File: config.mk
export PLATFORM = sky130hd
export DESIGN_NAME = bullet_slot_arbiter
export DESIGN_NICKNAME = d
export VERILOG_FILES = /design/src/rtl/tankwar_pkg.sv /design/src/rtl/bullet_slot_arbiter_free_slot_finder.sv /design/src/rtl/bullet_slot_arbiter.sv
export SDC_FILE = /design/constraint.sdc
export NUM_CORES = 1
export LEC_CHECK = 0
export CAP_MARGIN = 20
export CORE_MARGIN = 2
export CORE_UTILIZATION = 55
export DETAILED_ROUTE_END_ITERATION = 10
export PLACE_DENSITY = 0.92
export SLEW_MARGIN = 40
export SYNTH_ARGS = -nofsm -noshare
export SYNTH_HDL_FRONTEND = slang
export SYNTH_SLANG_ARGS = --single-unit
File: constraint.sdc
create_clock -name clk -period 9.01 [get_ports clk]
set_input_delay 2.703 -clock clk [delete_from_list [all_inputs] [get_ports clk]]
set_output_delay 2.703 -clock clk [all_outputs]
set_load 0.01 [all_outputs]
File: src/rtl/tankwar_pkg.sv
// Shared tank-war definitions: player encoding, default pool/cooldown sizes
// and the cooldown counter helper used by the bullet slot arbiter.
package tankwar_pkg;

    typedef enum logic {
        PLAYER1 = 1'b0,
        PLAYER2 = 1'b1
    } player_e;

    localparam int DEFAULT_MAX_BULLETS     = 8;
    localparam int DEFAULT_COOLDOWN_FRAMES = 8;
    localparam int DEFAULT_PER_PLAYER_MAX  = 4;

    // Cooldowns count frames up to 255.
    localparam int COOLDOWN_W = 8;

    // One frame of cooldown decay: count down on a tick, hold at zero.
    function automatic logic [COOLDOWN_W-1:0] cooldown_step(
        input logic [COOLDOWN_W-1:0] cd,
        input logic                  tick
    );
        if (tick && (cd != '0)) begin
            return cd - COOLDOWN_W'(1);
        end
        return cd;
    endfunction

endpackage

File: src/rtl/bullet_slot_arbiter_free_slot_finder.sv
// Lowest-index free slot encoder over the occupancy bitmap. Purely
// combinational; free_idx is 0 when no slot is free (qualify with any_free).
module free_slot_finder
    import tankwar_pkg::*;
#(
    parameter int N     = DEFAULT_MAX_BULLETS,
    parameter int IDX_W = $clog2(N)
) (
    input  logic [N-1:0]     busy,
    output logic             any_free,
    output logic [IDX_W-1:0] free_idx
);

    // Scan from the top down so the last hit written is the lowest free index.
    always_comb begin
        any_free = 1'b0;
        free_idx = '0;
        for (int i = N - 1; i >= 0; i--) begin
            if (!busy[i]) begin
                any_free = 1'b1;
                free_idx = IDX_W'(i);
            end
        end
    end

endmodule

File: src/rtl/bullet_slot_arbiter.sv
// Bullet slot arbiter: owns the shared pool of bullet OAM slots, turns fire
// button edges into slot grants under a per-player live cap and a per-player
// frame cooldown, and takes slot releases from the collision logic.
//
// Optional build macro TANKWAR_BULLET_FLUSH_EN adds a 'flush' input that
// empties the pool (busy, owner, counts, pending) on round restart.
//
// Handshake: release_valid is a single-cycle strobe with no ready; the
// arbiter always accepts it, and a release naming an idle slot is dropped.
// grant_valid is likewise a one-cycle pulse with no back-pressure.
module bullet_slot_arbiter
    import tankwar_pkg::*;
#(
    parameter int MAX_BULLETS     = DEFAULT_MAX_BULLETS,
    parameter int PER_PLAYER_MAX  = DEFAULT_PER_PLAYER_MAX,
    parameter int COOLDOWN_FRAMES = DEFAULT_COOLDOWN_FRAMES,
    parameter int IDX_W           = $clog2(MAX_BULLETS)
) (
    input  logic                   clk,
    input  logic                   clrn,
    input  logic                   frame_tick,
    input  logic                   game_on,
    input  logic [1:0]             fire_req,
    input  logic                   release_valid,
    input  logic [IDX_W-1:0]       release_slot,
`ifdef TANKWAR_BULLET_FLUSH_EN
    input  logic                   flush,
`endif
    output logic                   grant_valid,
    output logic                   grant_player,
    output logic [IDX_W-1:0]       grant_slot,
    output logic [MAX_BULLETS-1:0] slot_busy,
    output logic [MAX_BULLETS-1:0] slot_owner,
    output logic [IDX_W:0]         live_count1,
    output logic [IDX_W:0]         live_count2
);

    localparam logic [IDX_W:0]          CAP     = (IDX_W + 1)'(PER_PLAYER_MAX);
    localparam logic [IDX_W:0]          CNT_ONE = (IDX_W + 1)'(1);
    localparam logic [COOLDOWN_W-1:0]   CD_LOAD = COOLDOWN_W'(COOLDOWN_FRAMES);

    // Registered state
    logic [1:0]             fire_q,    fire_d;
    logic [1:0]             pending_q, pending_d;
    logic [MAX_BULLETS-1:0] busy_q,    busy_d;
    logic [MAX_BULLETS-1:0] owner_q,   owner_d;
    logic [IDX_W:0]         cnt1_q,    cnt1_d;
    logic [IDX_W:0]         cnt2_q,    cnt2_d;
    logic [COOLDOWN_W-1:0]  cd1_q,     cd1_d;
    logic [COOLDOWN_W-1:0]  cd2_q,     cd2_d;
    logic                   rr_q,      rr_d;
    logic                   gv_q,      gv_d;
    logic                   gp_q,      gp_d;
    logic [IDX_W-1:0]       gs_q,      gs_d;

    // Combinational decision signals
    logic [1:0]       rise;
    logic [1:0]       cd_zero;
    logic [1:0]       eligible;
    logic             grant;
    logic             winner;
    logic             any_free;
    logic [IDX_W-1:0] free_idx;
    logic             rel_hit;
    logic             rel_owner;
    logic             flush_i;

`ifdef TANKWAR_BULLET_FLUSH_EN
    assign flush_i = flush;
`else
    assign flush_i = 1'b0;
`endif

    // Free slot search looks only at registered occupancy, so a slot freed
    // this cycle becomes grantable one cycle later.
    free_slot_finder #(
        .N     (MAX_BULLETS),
        .IDX_W (IDX_W)
    ) u_free_slot_finder (
        .busy     (busy_q),
        .any_free (any_free),
        .free_idx (free_idx)
    );

    // Edge detect, eligibility and round-robin arbitration between players.
    always_comb begin
        rise     = fire_req & ~fire_q;
        cd_zero  = {(cd2_q == '0), (cd1_q == '0)};
        eligible = 2'b00;
        grant    = 1'b0;
        winner   = PLAYER1;

        eligible[0] = game_on & pending_q[0] & cd_zero[0] & (cnt1_q < CAP) & any_free;
        eligible[1] = game_on & pending_q[1] & cd_zero[1] & (cnt2_q < CAP) & any_free;

        if (eligible == 2'b11) begin
            grant  = 1'b1;
            winner = rr_q;
        end else if (eligible[0]) begin
            grant  = 1'b1;
            winner = PLAYER1;
        end else if (eligible[1]) begin
            grant  = 1'b1;
            winner = PLAYER2;
        end

        // A round restart wins over any allocation in the same cycle.
        if (flush_i) begin
            grant = 1'b0;
        end
    end

    // Next-state for pool occupancy, counts, pending, cooldowns and grant.
    always_comb begin
        fire_d    = fire_req;
        busy_d    = busy_q;
        owner_d   = owner_q;
        cnt1_d    = cnt1_q;
        cnt2_d    = cnt2_q;
        pending_d = pending_q;
        rr_d      = rr_q;
        gv_d      = grant;
        gp_d      = gp_q;
        gs_d      = gs_q;
        rel_hit   = release_valid & busy_q[release_slot];
        rel_owner = owner_q[release_slot];

        // Release first, then allocation; they can never name the same slot
        // because the allocated slot is free and the released one is busy.
        if (rel_hit) begin
            busy_d[release_slot] = 1'b0;
        end
        if (grant) begin
            busy_d[free_idx]  = 1'b1;
            owner_d[free_idx] = winner;
            gp_d              = winner;
            gs_d              = free_idx;
            rr_d              = ~winner;
        end

        // Counts move by the net of grant and release; never below zero.
        if (grant && (winner == PLAYER1)) begin
            cnt1_d = cnt1_d + CNT_ONE;
        end
        if (grant && (winner == PLAYER2)) begin
            cnt2_d = cnt2_d + CNT_ONE;
        end
        if (rel_hit && (rel_owner == PLAYER1) && (cnt1_d != '0)) begin
            cnt1_d = cnt1_d - CNT_ONE;
        end
        if (rel_hit && (rel_owner == PLAYER2) && (cnt2_d != '0)) begin
            cnt2_d = cnt2_d - CNT_ONE;
        end

        // Pending gives a request at most one frame to find a slot. A fresh
        // edge accepted this cycle opens a new window even on a frame tick.
        if ((grant && (winner == PLAYER1)) || frame_tick || !game_on) begin
            pending_d[0] = 1'b0;
        end
        if ((grant && (winner == PLAYER2)) || frame_tick || !game_on) begin
            pending_d[1] = 1'b0;
        end
        if (rise[0] && cd_zero[0] && game_on) begin
            pending_d[0] = 1'b1;
        end
        if (rise[1] && cd_zero[1] && game_on) begin
            pending_d[1] = 1'b1;
        end

        // A grant reloads the winner's cooldown; otherwise it decays per frame.
        cd1_d = (grant && (winner == PLAYER1)) ? CD_LOAD : cooldown_step(cd1_q, frame_tick);
        cd2_d = (grant && (winner == PLAYER2)) ? CD_LOAD : cooldown_step(cd2_q, frame_tick);

        if (flush_i) begin
            busy_d    = '0;
            owner_d   = '0;
            cnt1_d    = '0;
            cnt2_d    = '0;
            pending_d = '0;
        end
    end

    // State registers with synchronous active-low reset.
    always_ff @(posedge clk) begin
        if (!clrn) begin
            fire_q    <= '0;
            pending_q <= '0;
            busy_q    <= '0;
            owner_q   <= '0;
            cnt1_q    <= '0;
            cnt2_q    <= '0;
            cd1_q     <= '0;
            cd2_q     <= '0;
            rr_q      <= PLAYER1;
            gv_q      <= 1'b0;
            gp_q      <= 1'b0;
            gs_q      <= '0;
        end else begin
            fire_q    <= fire_d;
            pending_q <= pending_d;
            busy_q    <= busy_d;
            owner_q   <= owner_d;
            cnt1_q    <= cnt1_d;
            cnt2_q    <= cnt2_d;
            cd1_q     <= cd1_d;
            cd2_q     <= cd2_d;
            rr_q      <= rr_d;
            gv_q      <= gv_d;
            gp_q      <= gp_d;
            gs_q      <= gs_d;
        end
    end

    assign grant_valid  = gv_q;
    assign grant_player = gp_q;
    assign grant_slot   = gs_q;
    assign slot_busy    = busy_q;
    assign slot_owner   = owner_q;
    assign live_count1  = cnt1_q;
    assign live_count2  = cnt2_q;

endmodule

==> flow_summary.ini, run 1 <==
[clock_tree]
cts.path.max_buffers = 2
cts_resized = 0
cts-buffers-inserted = 5
postCtsHoldBufs = 0
cts.sinks = 50
worstSkewPairLatency_ns = 0.30
path_clk_slew_ns = 0.09
clk_root_buffer_cell = clkbuf_8
cts_tree = built
cts_setup_buffers = 0
h-tree-depth = 2

[floorplanning]
die_area_um2 = 5260
io_pins = 39
rows = 24
start_util_pct = 58.1
die-height_um = 72.5
fp.dieW_um = 72.5
core-area_um2 = 4440

[route]
wl_met1_um = 2670
wl_per_cell_um = 16.3
via_per_inst = 6.15
antenna_left = 0
dr_wl_met2_um = 3170
drt_iter0_drc = 196
wl_met3_um = 400
dr.pass1.iters = 5
drc = 0
routed_wl_um = 6360
via_count = 2405
top_layer = met4

[synth]
synth_top_family_by_area = simple AND/OR/NAND/NOR gates
yosys.area_share.simple_pct = 25.7
ys_seq_area_share_pct = 38.7
synthTopCellsByArea = dfxtp_1 (39%), mux2i_1 (5.8%), nor2_1 (4.9%)
synth_compound_area_share_pct = 16.5
synth_top_area_share_pct = 38.7
syn-cell-area_um2 = 2580
synth-xor-area-share_pct = 4.41
synth-adder-area-share_pct = 3.87
synth_ff_type = dfxtp_1
yosysMostFrequentCell = dfxtp_1
syn-instance-count = 302
async_flop_share_pct = 0
synth_edf_count = 0
synth_mux_area_share_pct = 7.99
syn_nets = 320
avgSynthCellArea_um2 = 8.56
synth_common_cells = dfxtp_1 (50), nor2_1 (34), nand2_1 (31)
synth_cell_types = 53
yosys.area.top_type = dfxtp_1
yosysWarnings = 0
ys_ff_latch = 50

[cells_and_area]
syn_to_final_growth_pct = 19.6
diodes = 0
regArea_um2 = 1000
fill_cells = 339
multi_input_area_um2 = 1510
final_nets = 356
drive_above_1_share_pct = 5.31

[worst_setup_path]
path_class = input pin to flip-flop
startpoint_type = input pin
cp-end-kind = flip-flop
critPathRequiredTime_ns = 9.23
worstPathArrival_ns = 5.81
worstPathMaxFanout = 6

[job]
cap_viol_max_count = 0

[placed_design]
pre_cts_slack_ns = 3.18
globalplace.congestion = 0.854
io_buffer_count = 38
hpwl_um = 4600

[timing]
report.final.slew_viol_count = 0
fin_crit_sh_pct = 62.0
setup_viol_count_final = 0
skew_ns = 0.00664
post-route-min-period_ns = 5.58
slew_headroom_pct = 42.6
layout_setup_ws_ns = 3.43
hold_viol = 0
max_slew.worst_pin.slew_ns = 0.860
rsz0062_at_grt = no
fin_setup_tns_ns = 0
clock.fmax_mhz = 179

[global_routing]
grt_remaining_overflow = 0
grt_pass1_vias = 2373
grt_pass1_wl_um = 10700
antenna_found_initial = 0
track_usage_pct = 25.4
grt_max_degree = 26

[pwr]
irDropWorstVdd_mv = 0.141
power.leakage_nw = 1.10
power.density_nw_per_um2 = 209
total_power_w = 0.000644

[worst_hold_path]
hold_path_class = flip-flop to flip-flop

[run_status]
status = finished, final reports clean
==> worst paths after layout <==
| path | start | endpoint | slack, ns | cells past startpoint |
|---|---|---|---|---|
| hold / removal | grant_slot[1] | grant_slot[1] | 0.47 | 2 |
| setup / recovery | game_on | live_count2[3] | 3.43 | 10 |
| hold reg to reg | grant_slot[1] | grant_slot[1] | 0.47 | 2 |
| setup reg to reg | live_count1[3] | live_count2[3] | 5.93 | 9 |
==> cell families (layout without fill, tap and decap cells) <==
kind of cell / count (synthesis) / count (layout)
XOR/XNOR: 13 / 13
adder cells (fa/ha/maj): 8 / 8
flip-flops: 50 / 50
AO/OA/AOI/OAI: 67 / 67
multiplexers: 19 / 19
buffers and inverters: 19 / 56
AND/OR/NAND/NOR: 126 / 126
==> state kept, by name (all words and copies together), names as in the netlist, 2 cells and up <==
register / cells
cd1_q: 8
cd2_q: 8
fire_q: 2
grant_slot: 3
live_count1: 4
live_count2: 4
pending_q: 2
slot_busy: 8
slot_owner: 8
==> area by class of cell <==
cell class	count	share of cell area, %
repair buffers	38	12.3
flip-flops and latches	50	32.4
clock inverters	1	0.162
well taps	52	2.11
clock buffers	7	2.79
multi-input cells	233	49.0
inverters	10	1.22
==> power breakdown <==
group | internal (W) | leakage (nW) | switching, W
Sequential | 0.000257 | 0.406 | 0.0000322
Combinational | 0.0000940 | 0.641 | 0.000127
Clock | 0.0000621 | 0.0482 | 0.0000724
==> metrics by stage <==
stage          instance area [um2]  hold WS (ns)  util, %  cells
2_1_floorplan                 2580         0.453        -    302
3_3_place_gp                  2990         0.436     67.4    383
3_5_place_dp                  2990         0.451     67.4    383
4_1_cts                       3090         0.464     69.4    391
5_1_grt                       3090         0.502     69.5    391
6_report                      3090         0.466     69.5    391
==> cells in the final DEF (no fill, tap or decap), types with 7 or more instances in the layout <==
cell type | synthesis | final
nor3_1 | 8 | 8
xnor2_1 | 8 | 8
clkdlybuf4s50_1 | 0 | 38
inv_1 | 10 | 10
nand2_1 | 31 | 31
nand3b_1 | 7 | 7
o21ai_0 | 17 | 17
a21oi_1 | 21 | 21
mux2i_1 | 15 | 15
ha_1 | 8 | 8
nor2_1 | 34 | 34
dfxtp_1 | 50 | 50
==> critical path: stages <==
cell,delay (ns)
clkdlybuf4s50_1,0.56
or4bb_1,0.52
a2111o_1,0.52
o21a_1,0.28
xnor2_1,0.19
ha_1,0.22
o211ai_1,0.10
nand3b_1,0.17
or3_1,0.39
a21oi_1,0.14
==> layer usage <==
metal | up-vias | track usage [%]
met5 | - | 0
met2 | 110 | 44.0
met4 | 0 | 10.3
li1 | 1160 | -
met1 | 1118 | 31.1
met3 | 17 | 4.17
No activity file was read; power rests on OpenSTA's default activity.
==> run 2: changes to the inputs <==
--- a/config.mk
+++ b/config.mk
@@ -7,9 +7,9 @@
 export LEC_CHECK = 0
 export CAP_MARGIN = 20
 export CORE_MARGIN = 2
-export CORE_UTILIZATION = 55
+export CORE_UTILIZATION = 49
 export DETAILED_ROUTE_END_ITERATION = 10
-export PLACE_DENSITY = 0.92
+export PLACE_DENSITY = 0.87
 export SLEW_MARGIN = 40
 export SYNTH_ARGS = -nofsm -noshare
 export SYNTH_HDL_FRONTEND = slang
==> constraint.sdc (replaced) <==
create_clock -name clk -period 4.55 [get_ports clk]
set_input_delay 1.365 -clock clk [delete_from_list [all_inputs] [get_ports clk]]
set_output_delay 1.365 -clock clk [all_outputs]
set_load 0.01 [all_outputs]
==> flow_summary.ini, run 2 (same netlist as run 1, synthesis figures left out) <==
[run_status]
status = finished, final reports clean

[clock_tree]
postCtsHoldBufs = 0
cts-buffers-inserted = 5
path_clk_slew_ns = 0.09
h-tree-depth = 2
worstSkewPairLatency_ns = 0.31
cts_tree = built
clk_root_buffer_cell = clkbuf_8
cts.sinks = 50
cts_setup_buffers = 0
cts.path.max_buffers = 2
cts_resized = 0

[timing]
fin_crit_sh_pct = 88.7
report.final.slew_viol_count = 0
post-route-min-period_ns = 4.04
fin_setup_tns_ns = 0
clock.fmax_mhz = 248
skew_ns = 0.00701
slew_headroom_pct = 46.2
rsz0062_at_grt = no
hold_viol = 0
setup_viol_count_final = 0
max_slew.worst_pin.slew_ns = 0.805

[placed_design]
globalplace.congestion = 0.881
hpwl_um = 4440
io_buffer_count = 38
dpl_cell_area_um2 = 3050

[cells_and_area]
mostFrequentLayoutCells = dfxtp_1 (50), clkdlybuf4s50_1 (38), nor2_1 (34)
syn_to_final_growth_pct = 22.0
diodes = 0
final_nets = 360
drive_above_1_share_pct = 5.83
final_common_cell = dfxtp_1
fill_cells = 448
design_area_um2 = 3150

[global_routing]
grt_max_degree = 26
antenna_found_initial = 0
grt_pass1_wl_um = 10400
grt_remaining_overflow = 0
grt_pass1_vias = 2252
track_usage_pct = 21.6

[worst_setup_path]
max_stage_delay_ns = 0.51
critPathRequiredTime_ns = 4.78
worstPathArrival_ns = 4.27
cp-end-kind = flip-flop
path_delay_family = simple AND/OR/NAND/NOR gates
worstPathMaxFanout = 4
crit_chain = clkdlybuf4s50_1 -> or4bb_1 -> a2111o_1 -> o21a_1 -> xnor2_1 -> ha_1 -> o211ai_1 -> nand3b_1 -> or3_1 -> a21oi_1
path_buf_inv = 1
startpoint_type = input pin
path_class = input pin to flip-flop
critical-path-slowest-cell = clkdlybuf4s50_1

[floorplanning]
io_pins = 39
core-area_um2 = 5110
rows = 26
die-height_um = 76.6
fp.dieW_um = 76.6
start_util_pct = 50.6
die_area_um2 = 5870

[route]
via_per_inst = 5.75
drc = 0
drt_iter0_drc = 173
dr.pass1.iters = 5
routed_wl_um = 6120
antenna_left = 0
via_count = 2375
wl_per_cell_um = 14.8

[job]
cap_viol_max_count = 0

[pwr]
irDropWorstVdd_mv = 0.261
power.density_nw_per_um2 = 418
power.leakage_nw = 1.12

[worst_hold_path]
hold_path_class = flip-flop to flip-flop
run 2: cell count changes in the layout (fill, tap and decap cells not counted), sizes merged:
cell and change:
buf +4, bufinv +1, clkinv -1
run 2: path summary, 6_finish.rpt:
kind / startpoint / end / slack [ns] / depth (start not counted)
worst min register to register: grant_player / grant_player / 0.46 / 2
worst max-delay path: game_on / live_count2[3] / 0.51 / 10
worst max register to register: cd1_q[3] / live_count2[3] / 1.50 / 9
worst min-delay path: grant_player / grant_player / 0.46 / 2
run 2: where the power goes:
part / switching, W / internal, W / total (W)
sequential: 0.0000637 / 0.000509 / 0.000573
clock: 0.000143 / 0.000165 / 0.000307
combinational: 0.000250 / 0.000187 / 0.000437
total: 0.000456 / 0.000861 / 0.00132
run 2: metrics by stage:
step	cells	utilization, %	hold WS, ns	power [W]	setup WS, ns
floorplan	302	-	0.453	0.000923	0.856
global placement	405	59.7	0.446	0.000993	0.331
detailed placement	405	59.7	0.449	0.00101	0.232
CTS	413	61.7	0.462	0.00132	0.544
global route	413	61.7	0.487	0.00142	0.311
finish	413	61.7	0.457	0.00132	0.512
run 2: cell type report:
| type | count | area (um2) | area share (%) |
|---|---|---|---|
| Multi-Input combinational cell | 233 | 1510 | 47.9 |
| Clock buffer | 7 | 76.3 | 2.42 |
| Sequential cell | 50 | 1000 | 31.7 |
| Tap cell | 70 | 87.6 | 2.78 |
| Clock inverter | 1 | 30.0 | 0.952 |
| Inverter | 10 | 37.5 | 1.19 |
| Timing Repair Buffer | 42 | 410 | 13.0 |
run 2: tightest hold or removal path: stages, from the launching register on:
cell	delay, ns
dfxtp_1	0.32
inv_1	0.05
a21oi_1	0.05
run 2: routing by layer:
metal  wire length (um)  track usage, %
met5                  0               0
met1               2690            27.9
met2               2940            35.8
met3                404            4.15
met4                 92            8.36
